File: config.mk
export PLATFORM = sky130hd
export DESIGN_NAME = dl_loader
export DESIGN_NICKNAME = d
export VERILOG_FILES = /design/src/rtl/dl_loader_pkg.sv /design/src/rtl/dl_ptr_writer.sv /design/src/rtl/dl_loader.sv
export SDC_FILE = /design/constraint.sdc
export NUM_CORES = 1
export LEC_CHECK = 0
export ABC_AREA = 1
export BUFFER_PORTS_ARGS = -buffer_cell sky130_fd_sc_hd__buf_2
export CORE_MARGIN = 2
export CORE_UTILIZATION = 35
export CTS_CLUSTER_DIAMETER = 40
export DETAILED_ROUTE_END_ITERATION = 16
export GPL_TIMING_DRIVEN = 0
export PLACE_DENSITY = 0.61
export SLEW_MARGIN = 0
export SYNTH_ARGS = -nofsm -noshare
export SYNTH_HDL_FRONTEND = slang
export SYNTH_SLANG_ARGS = --single-unit
File: constraint.sdc
create_clock -name clk -period 3.4 [get_ports clk]
set_input_delay 0.17 -clock clk [delete_from_list [all_inputs] [get_ports clk]]
set_output_delay 0.17 -clock clk [all_outputs]
set_load 0.005 [all_outputs]
File: src/rtl/dl_loader_pkg.sv
// Shared types and helpers for the download loader.
//   state_t     : loader FSM states
//   slot_field  : extracts the menu slot number from ioctl_index
package dl_loader_pkg;

    localparam int unsigned SLOT_FIELD_W = 6;

    typedef enum logic [1:0] {
        ST_IDLE   = 2'd0,
        ST_LOAD   = 2'd1,
        ST_PATCH  = 2'd2,
        ST_SETTLE = 2'd3
    } state_t;

    // Bits [7:6] of the index carry a file-extension number and never select a slot.
    function automatic logic [SLOT_FIELD_W-1:0] slot_field(input logic [7:0] index);
        return index[SLOT_FIELD_W-1:0];
    endfunction

endpackage

File: src/rtl/dl_ptr_writer.sv
// End-pointer byte sequencer used after a download completes.
//   clk, reset : clock, synchronous active-high reset
//   start      : one-cycle pulse, latches value and begins the sequence
//   value      : pointer value, written little-endian
//   wr_c       : current byte is valid (one cycle per byte)
//   addr_c     : PTR_ADDR + byte index
//   data_c     : current pointer byte
//   done_c     : one idle cycle after the last byte, sequence ends
module dl_ptr_writer #(
    parameter int unsigned       ADDR_W    = 25,
    parameter int unsigned       PTR_BYTES = 2,
    parameter logic [ADDR_W-1:0] PTR_ADDR  = '0
) (
    input  logic                   clk,
    input  logic                   reset,
    input  logic                   start,
    input  logic [8*PTR_BYTES-1:0] value,
    output logic                   wr_c,
    output logic [ADDR_W-1:0]      addr_c,
    output logic [7:0]             data_c,
    output logic                   done_c
);

    localparam int unsigned CNT_W = $clog2(PTR_BYTES + 1);

    logic                   active;
    logic [CNT_W-1:0]       cnt;
    logic [8*PTR_BYTES-1:0] val;

    // Byte counter runs 0..PTR_BYTES; the final count is the idle gap.
    always_ff @(posedge clk) begin
        if (reset) begin
            active <= 1'b0;
            cnt    <= '0;
            val    <= '0;
        end else if (start) begin
            active <= 1'b1;
            cnt    <= '0;
            val    <= value;
        end else if (active) begin
            if (cnt == CNT_W'(PTR_BYTES)) begin
                active <= 1'b0;
            end else begin
                cnt <= cnt + CNT_W'(1);
            end
        end
    end

    always_comb begin
        data_c = '0;
        for (int unsigned i = 0; i < PTR_BYTES; i++) begin
            if (cnt == CNT_W'(i)) begin
                data_c = val[i*8 +: 8];
            end
        end
        wr_c   = active && (cnt < CNT_W'(PTR_BYTES));
        done_c = active && (cnt == CNT_W'(PTR_BYTES));
        addr_c = PTR_ADDR + ADDR_W'(cnt);
    end

endmodule

File: src/rtl/dl_loader.sv
// Routes I/O-controller downloads into SDRAM slots and optionally writes an
// end pointer after the file.
//   clk, reset     : clock, synchronous active-high reset
//   ioctl_download : download in progress
//   ioctl_index    : [5:0] slot, [7:6] extension (ignored)
//   ioctl_addr     : byte offset in file
//   ioctl_dout     : byte data
//   ioctl_wr       : byte strobe
//   wr/addr/data   : SDRAM write port
//   downloading    : loader owns memory
//   rom_done       : slot 0 completed at least once (sticky)
//   slot_loaded    : per-slot completion flags (sticky)
//   overflow       : a byte exceeded its slot size (cleared at download start)
module dl_loader
    import dl_loader_pkg::*;
#(
    parameter int unsigned             ADDR_W    = 25,
    parameter int unsigned             NSLOT     = 4,
    parameter logic [NSLOT*ADDR_W-1:0] SLOT_BASE = '0,
    parameter logic [NSLOT*ADDR_W-1:0] SLOT_SIZE = '1,
    parameter logic [NSLOT-1:0]        PATCH_EN  = '0,
    parameter logic [ADDR_W-1:0]       PTR_ADDR  = '0,
    parameter logic [15:0]             PTR_BASE  = '0,
    parameter int unsigned             PTR_BYTES = 2,
    parameter int unsigned             SETTLE    = 2
) (
    input  logic              clk,
    input  logic              reset,
    input  logic              ioctl_download,
    input  logic [7:0]        ioctl_index,
    input  logic [ADDR_W-1:0] ioctl_addr,
    input  logic [7:0]        ioctl_dout,
    input  logic              ioctl_wr,
    output logic              wr,
    output logic [ADDR_W-1:0] addr,
    output logic [7:0]        data,
    output logic              downloading,
    output logic              rom_done,
    output logic [NSLOT-1:0]  slot_loaded,
    output logic              overflow
);

    localparam int unsigned PTR_W    = 8 * PTR_BYTES;
    localparam int unsigned SETTLE_W = (SETTLE > 1) ? $clog2(SETTLE) : 1;

    state_t                  state;
    logic                    dl_prev;
    logic                    rearm;
    logic [SLOT_FIELD_W-1:0] slot;
    logic [ADDR_W-1:0]       len;
    logic [SETTLE_W-1:0]     settle_cnt;

    logic [ADDR_W-1:0] cur_base_c;
    logic [ADDR_W-1:0] cur_size_c;
    logic              cur_patch_c;
    logic [NSLOT-1:0]  slot_hot_c;
    logic              slot_ok_c;
    logic              dl_rise_c;
    logic              dl_fall_c;
    logic [ADDR_W-1:0] addr_end_c;
    logic              patch_go_c;
    logic              ptr_start_c;
    logic [PTR_W-1:0]  ptr_value_c;
    logic              ptr_wr_c;
    logic [ADDR_W-1:0] ptr_addr_c;
    logic [7:0]        ptr_data_c;
    logic              ptr_done_c;
    logic              unused_ext;

    assign unused_ext = ^ioctl_index[7:6];

    // Per-slot parameters for the latched slot; all zero for an invalid slot.
    always_comb begin
        cur_base_c  = '0;
        cur_size_c  = '0;
        cur_patch_c = 1'b0;
        slot_hot_c  = '0;
        for (int unsigned i = 0; i < NSLOT; i++) begin
            if (slot == SLOT_FIELD_W'(i)) begin
                cur_base_c    = SLOT_BASE[i*ADDR_W +: ADDR_W];
                cur_size_c    = SLOT_SIZE[i*ADDR_W +: ADDR_W];
                cur_patch_c   = PATCH_EN[i];
                slot_hot_c[i] = 1'b1;
            end
        end
    end

    // rearm makes a download still high on return to IDLE count as a new edge.
    always_comb begin
        slot_ok_c   = |slot_hot_c;
        dl_rise_c   = ioctl_download && (!dl_prev || rearm);
        dl_fall_c   = !ioctl_download && dl_prev;
        addr_end_c  = ioctl_addr + ADDR_W'(1);
        patch_go_c  = slot_ok_c && cur_patch_c && (len != '0);
        ptr_start_c = (state == ST_LOAD) && dl_fall_c && patch_go_c;
        ptr_value_c = PTR_W'(len) + PTR_W'(PTR_BASE);
    end

    dl_ptr_writer #(
        .ADDR_W    (ADDR_W),
        .PTR_BYTES (PTR_BYTES),
        .PTR_ADDR  (PTR_ADDR)
    ) u_ptr_writer (
        .clk    (clk),
        .reset  (reset),
        .start  (ptr_start_c),
        .value  (ptr_value_c),
        .wr_c   (ptr_wr_c),
        .addr_c (ptr_addr_c),
        .data_c (ptr_data_c),
        .done_c (ptr_done_c)
    );

    // Loader FSM with registered SDRAM port and status flags.
    always_ff @(posedge clk) begin
        if (reset) begin
            state       <= ST_IDLE;
            dl_prev     <= 1'b0;
            rearm       <= 1'b0;
            slot        <= '0;
            len         <= '0;
            settle_cnt  <= '0;
            wr          <= 1'b0;
            addr        <= '0;
            data        <= '0;
            downloading <= 1'b0;
            rom_done    <= 1'b0;
            slot_loaded <= '0;
            overflow    <= 1'b0;
        end else begin
            dl_prev <= ioctl_download;
            rearm   <= 1'b0;
            wr      <= 1'b0;
            case (state)
                ST_IDLE: begin
                    if (dl_rise_c) begin
                        state       <= ST_LOAD;
                        slot        <= slot_field(ioctl_index);
                        len         <= '0;
                        overflow    <= 1'b0;
                        downloading <= 1'b1;
                    end
                end
                ST_LOAD: begin
                    if (dl_fall_c) begin
                        state      <= patch_go_c ? ST_PATCH : ST_SETTLE;
                        settle_cnt <= '0;
                    end else if (ioctl_wr && slot_ok_c) begin
                        if (ioctl_addr < cur_size_c) begin
                            wr   <= 1'b1;
                            addr <= cur_base_c + ioctl_addr;
                            data <= ioctl_dout;
                            if (addr_end_c > len) begin
                                len <= addr_end_c;
                            end
                        end else begin
                            overflow <= 1'b1;
                        end
                    end
                end
                ST_PATCH: begin
                    if (ptr_wr_c) begin
                        wr   <= 1'b1;
                        addr <= ptr_addr_c;
                        data <= ptr_data_c;
                    end
                    if (ptr_done_c) begin
                        state      <= ST_SETTLE;
                        settle_cnt <= '0;
                    end
                end
                ST_SETTLE: begin
                    if (settle_cnt == SETTLE_W'(SETTLE - 1)) begin
                        state       <= ST_IDLE;
                        downloading <= 1'b0;
                        rearm       <= 1'b1;
                        slot_loaded <= slot_loaded | slot_hot_c;
                        if (slot_hot_c[0]) begin
                            rom_done <= 1'b1;
                        end
                    end else begin
                        settle_cnt <= settle_cnt + SETTLE_W'(1);
                    end
                end
                default: state <= ST_IDLE;
            endcase
        end
    end

endmodule
==> results of run 1 <==
-- layer usage --
layer,vias to the layer above,wire (µm)
li1,1614,-
met5,-,0
met1,1280,3607
met3,10,398
met2,62,3323
met4,0,94
-- through the flow --
stage / hold slack, ns / total power [mW] / instances
after detailed placement: 0.4036 / 2.438 / 644
after floorplan: 0.2391 / 1.999 / 456
after global routing: 0.08373 / 3.131 / 652
after CTS: 0.06414 / 2.841 / 652
final: 0.07099 / 2.812 / 652
after global placement: 0.3934 / 2.394 / 644
-- logic make-up (layout without fill, tap and decap cells) --
group / after synthesis / count (layout) / synth area share [%]
simple gates: 236 / 236 / 30.82
buf+inv: 71 / 162 / 9.600
compound gates: 64 / 64 / 10.96
flops: 55 / 55 / 36.26
fa+ha+maj: 30 / 30 / 12.36
-- final cells by class --
cell class                 instances  area [µm²]  area share (%)
buffer                            19       96.34           2.615
clock buffer                       5       68.82           1.868
clock inverter                     3       28.78          0.7813
inverter                          52       195.2           5.299
multi-input combinational        330        1647           44.70
sequential                        55        1101           29.89
tap                              105       131.4           3.567
timing repair buffer              83       415.4           11.28
-- worst max-delay path, stage by stage, from the launching register on --
cell,delay [ns]
dfxtp_1,0.33
nor2_1,0.21
nand2_2,0.37
ha_1,0.44
a21oi_1,0.14
nor2_1,0.05
nor2_1,0.12
nand2_1,0.07
a21oi_1,0.16
nand2_1,0.10
nand2_2,0.19
buf_2,0.24
nand3_1,0.09
nand2_1,0.07
nor2_1,0.05
-- power by group through the flow --
stage               combinational [mW]  sequential, mW  clock (mW)
finish                            1.45           0.957       0.401
global route                      1.71           0.982       0.444
CTS                               1.47           0.958       0.411
detailed placement                1.47           0.973           0
global placement                  1.43           0.967           0
floorplan                         1.02           0.981           0
-- state kept, by name (all words and copies together) (netlist names), 2 cells and up --
signal / cells
addr: 25
data: 8
slot: 6
slot_loaded: 4
state: 2
u_ptr_writer.cnt: 2
-- Yosys cell counts, types with 2 or more instances --
master and n:
nand2_1 113, nor2_1 88, dfxtp_1 55, inv_1 50
a21oi_1 41, ha_1 30, nand3_1 29, o21ai_0 17
buf_2 8, clkbuf_1 8, a21o_1 2, a31oi_1 2
buf_4 2, nand2_2 2
-- what timing repair did --
item | 4_1_cts | 5_1_grt
buffers inserted | 0 | 0
gates resized for setup | 0 | 1
setup endpoints to repair | 0 | 24
hold buffers | 0 | 0
-- worst paths after layout --
path / from / end / depth (start not counted)
worst max-delay path: slot[2] / addr[24] / 14
worst min-delay path: ioctl_index[2] / slot[2] / 3
worst max register to register: slot[2] / addr[24] / 14
worst min register to register: slot_loaded[0] / slot_loaded[0] / 2
==> metrics, run 1 <==
Chip Width 97.15 µm; via density per instance 4.549; Slew @ Worst Pin 0.5138 ns; skew final 0.01204 ns; Root Driver clkbuf_8; register area share after synthesis 36.26%; cell type with the largest total area after synthesis dfxtp_1; NetSw 1.214 mW; worst slack at placement 0.3209 ns; commonest non-fill, non-tap cells in the layout nand2_1 (112), buf_2 (91), nor2_1 (88); first-pass GRT wire length 12,880 µm; Worst-Skew Late Latency 0.32 ns; most used routing layer met2; M1 GR Usage 21.70%; Hold Path Class input port to flop; largest net degree at the start of global routing 26; Reg clk slew, reported paths 0.11 ns; GR Util met2 26.82%; Worst R2R Setup Slack 0.66 ns; Post-synth EDFFs 0; Pre-Repair DR Iteration Count 4; combinational share of power 51.7%; Critical Path AT 2.96 ns; area grow syn2layout 21.30%; met3 Use GR 3.885%; DR DRC count 0; Initial Util 36.59%; Final Cycle Share 80.65%; final setup vio count 0; core footprint 8299 µm²; Buffers on Ports 83; synth warn 0; nets@finish 621; io pins 86; Final HPWL DP 5873 µm; clock sink total 55; unrepaired setup endpoints after global routing false; Routed WL per cell 11.39 µm; Post-Synthesis Cells 456; Reg power frac 34.0%; Final Hold Vio Count 0; minimum clock period 2.742 ns; fill count 872; Worst Setup End Kind flop; post-synthesis area per instance 6.659 µm²; Total GRT Usage 16.34%; Post-Place Cell Area 3583 µm²; vias after detailed routing 2,966; Die Height 97.15 µm; crit-path max FO 25; ANT nets after route 0; synthesized area 3037 µm²; Setup crit start kind flop; Pins Over Slew Limit 0; Die Footprint 9437 µm²; maximum root-to-sink buffer count 2; P_leak 2.034 nW; Total Neg Setup Slack 0 ns; RePlAce Congestion 0.8401; Slew headroom 65.63%; FMAX 0.3647 GHz; CTS tree built; Max-cap violations 0; area share of the largest cell type after synthesis 36.26%; final WL 7424 µm; # rows 33; total CTS buffers 5; PwrDens 763.4 nW/µm²; synth top area cells dfxtp_1 (36%), nand2_1 (14%), ha_1 (12%), nor2_1 (11%), a21oi_1 (6.8%); Remaining Overflow, GRT 0; Finished Core Util 44.38%; commonest non-fill, non-tap cell in the layout nand2_1; Post-Syn Nets 531; synth unique cells 23; H-tree depth 2; Ant. Diodes 0; Clk pwr share 14.2%; FFs w/ async S/R, synth 0%; FF+latch count, synth 55; layout cell share with drive strength beyond 1 19.56%; Synth Flop Type dfxtp_1; post-layout worst setup margin 0.6579 ns; sw frac 43.17%; number of global-route vias before repair 2,817; P_int 1.598 mW; DR iter-0 viols 101; status finished clean; Max VDD drop 361.3 µV; post-route cell area 3684 µm²; Crit Path Class flop to flop; Critical Path RT 3.61 ns; initial antenna violation count 1
No activity file was read; power rests on OpenSTA's default activity.
==> run 2, diff against run 1 <==
==> constraint.sdc (replaced) <==
create_clock -name clk -period 2.65 [get_ports clk]
set_input_delay 0.1325 -clock clk [delete_from_list [all_inputs] [get_ports clk]]
set_output_delay 0.1325 -clock clk [all_outputs]
set_load 0.005 [all_outputs]
==> run 2 against run 1 <==
  * Power up 31%
  * Clock skew decreased by 0.0023 ns
  * Largest cell class unchanged
  * Highest routed layer unchanged
  * Critical path depth unchanged
  * Non-clock buffer count is the same
  * Sequential share of layout area shrank 0.29 points
  * Fmax up 12%
  * Routed wire length increased by 2.6%
  * Flip-flop and latch count did not move
  * Core utilization rose by 0.44 points
  * Critical path type unchanged
  * Worst hold slack got worse by 0.040 ns
==> metrics, run 2 (synthesis gave the netlist of run 1 again) <==
status finished clean; maximum root-to-sink buffer count 2 (unchanged); minimum clock period 2.457 ns (-0.2847 ns); P_leak 2.055 nW (+1.0%); Critical Path AT 2.67 ns (-0.29 ns); Setup crit start kind flop; Top reg by flops addr; P_int 2.070 mW (+30%); crit-path max FO 13 (-48%); sw frac 43.61% (+0.44 points); Hold Buf Count CTS 0 (unchanged); Max VDD drop 464.0 µV (+28%); Reg power frac 33.6% (-0.4 points); nets@finish 622 (+0.16%); Reg clk slew, reported paths 0.12 ns (about the same); combinational share of power 52.3% (+0.6 points); Root Driver clkbuf_8; Clk pwr share 14.0% (-0.2 points); commonest non-fill, non-tap cells in the layout nand2_1 (112), buf_2 (91), nor2_1 (86); Slew headroom 66.98% (+1.3 points); Hold Path Class input port to flop; via density per instance 4.587 (+0.82%); Chip Width 97.15 µm (unchanged); Total GRT Usage 16.34% (unchanged); post-layout worst setup margin 0.1925 ns (-0.4653 ns); skew final 0.009741 ns (-0.002295 ns); # rows 33 (unchanged); final WL 7618 µm (+2.6%); initial antenna violation count 1 (unchanged); Remaining Overflow, GRT 0 (unchanged); Routed WL per cell 11.67 µm (+2.5%); RePlAce Congestion 0.8401 (unchanged); core footprint 8299 µm² (unchanged); Final Cycle Share 92.73% (+12 points); Ant. Diodes 0 (unchanged); Finished Layout Cells 653 (+0.15%); DR DRC count 0 (unchanged); Initial Util 36.59% (unchanged); layout cell share with drive strength beyond 1 20.07% (+0.51 points); number of global-route vias before repair 2,817 (unchanged); total CTS buffers 5 (unchanged); area grow syn2layout 22.50%; FMAX 0.4069 GHz (+12%); Slew @ Worst Pin 0.4953 ns (-0.01842 ns); NetSw 1.601 mW (+32%); final setup vio count 0 (unchanged); commonest non-fill, non-tap cell in the layout nand2_1; clock sink total 55 (unchanged); vias after detailed routing 2,995 (+0.98%); Cells after DPL 644 (unchanged); Worst Setup End Kind flop; CTS tree built; Buffers on Ports 83 (unchanged); Crit Path Class flop to flop; Max-cap violations 0 (unchanged); io pins 86 (unchanged); Pins Over Slew Limit 0 (unchanged); Worst R2R Setup Slack 0.19 ns (-0.47 ns); Die Height 97.15 µm (unchanged); ANT nets after route 0 (unchanged); biggest regs addr: 25 flops, data: 8 flops, slot: 6 flops; DR iter-0 viols 111 (+9.9%); largest net degree at the start of global routing 26 (unchanged); Worst-Skew Late Latency 0.32 ns (about the same); fill count 868 (-0.46%); worst slack at placement -0.4291 ns (-0.7500 ns); Power Total 3.671 mW (+31%); Critical Path RT 2.87 ns (-0.74 ns); H-tree depth 2 (unchanged); Pre-Repair DR Iteration Count 4 (unchanged); Final Hold Vio Count 0 (unchanged); Largest register FFs 25 (unchanged); PwrDens 986.9 nW/µm² (+29%); Final HPWL DP 5873 µm (unchanged); first-pass GRT wire length 12,880 µm (unchanged); Die Footprint 9437 µm² (unchanged)
==> run 2: layer usage <==
metal	wire (µm)	GRT usage (%)	part of all wire, %
met1	3725	21.70	49
met2	3379	26.82	44
met3	434	3.885	5.7
met4	78	4.009	1.0
met5	0	0	0
==> run 2: worst paths after layout <==
check | start | to | cells after the start
worst max-delay path | slot[2] | addr[24] | 14
worst min-delay path | ioctl_index[2] | slot[2] | 3
worst max register to register | slot[2] | addr[24] | 14
worst min register to register | slot_loaded[0] | slot_loaded[0] | 2
==> run 2: repair_timing <==
| item | in CTS | in global routing |
|---|---|---|
| endpoints found under the setup margin | 33 | 33 |
| pin swaps | 0 | 2 |
| gates cloned | 0 | 1 |
| resized for setup | 2 | 6 |
| buffers inserted | 0 | 0 |
==> run 2: final cells by class <==
class,count,area (µm²),area share [%]
clock inverter,3,28.78,0.7736
tap,105,131.4,3.532
clock buffer,5,68.82,1.850
multi-input combinational,331,1683,45.24
buffer,19,96.34,2.590
timing repair buffer,83,415.4,11.17
inverter,52,195.2,5.247
sequential,55,1101,29.60
==> run 2: power groups by stage <==
stage               clock network [mW]  logic (mW)  registers [mW]
floorplan                            0        1.31            1.26
global placement                     0        1.83            1.24
detailed placement                   0        1.88            1.25
CTS                              0.528        1.90            1.23
global route                     0.569        2.24            1.27
finish                           0.515        1.92            1.23
==> run 2: through the flow <==
step                hold slack, ns  instance area [µm²]  util [%]  setup TNS [ns]
floorplan                   0.2016                 3037         -               0
global placement            0.3559                 3583     43.18          -10.77
detailed placement          0.3661                 3583     43.18          -13.17
CTS                        0.02664                 3689     44.44               0
global route               0.04623                 3720     44.82        -0.01223
finish                     0.03115                 3720     44.82               0
==> run 2: critical path, cell delays in order, from the launching register on <==
cell	delay [ns]
dfxtp_1	0.36
nor2_4	0.22
nand2_4	0.17
ha_1	0.33
a21oi_1	0.14
nor2_1	0.05
nor2_1	0.12
nand2_1	0.07
a21oi_1	0.17
nand2_1	0.13
nand2_4	0.14
buf_2	0.22
nand3_1	0.10
nand2_1	0.08
nor2_1	0.05
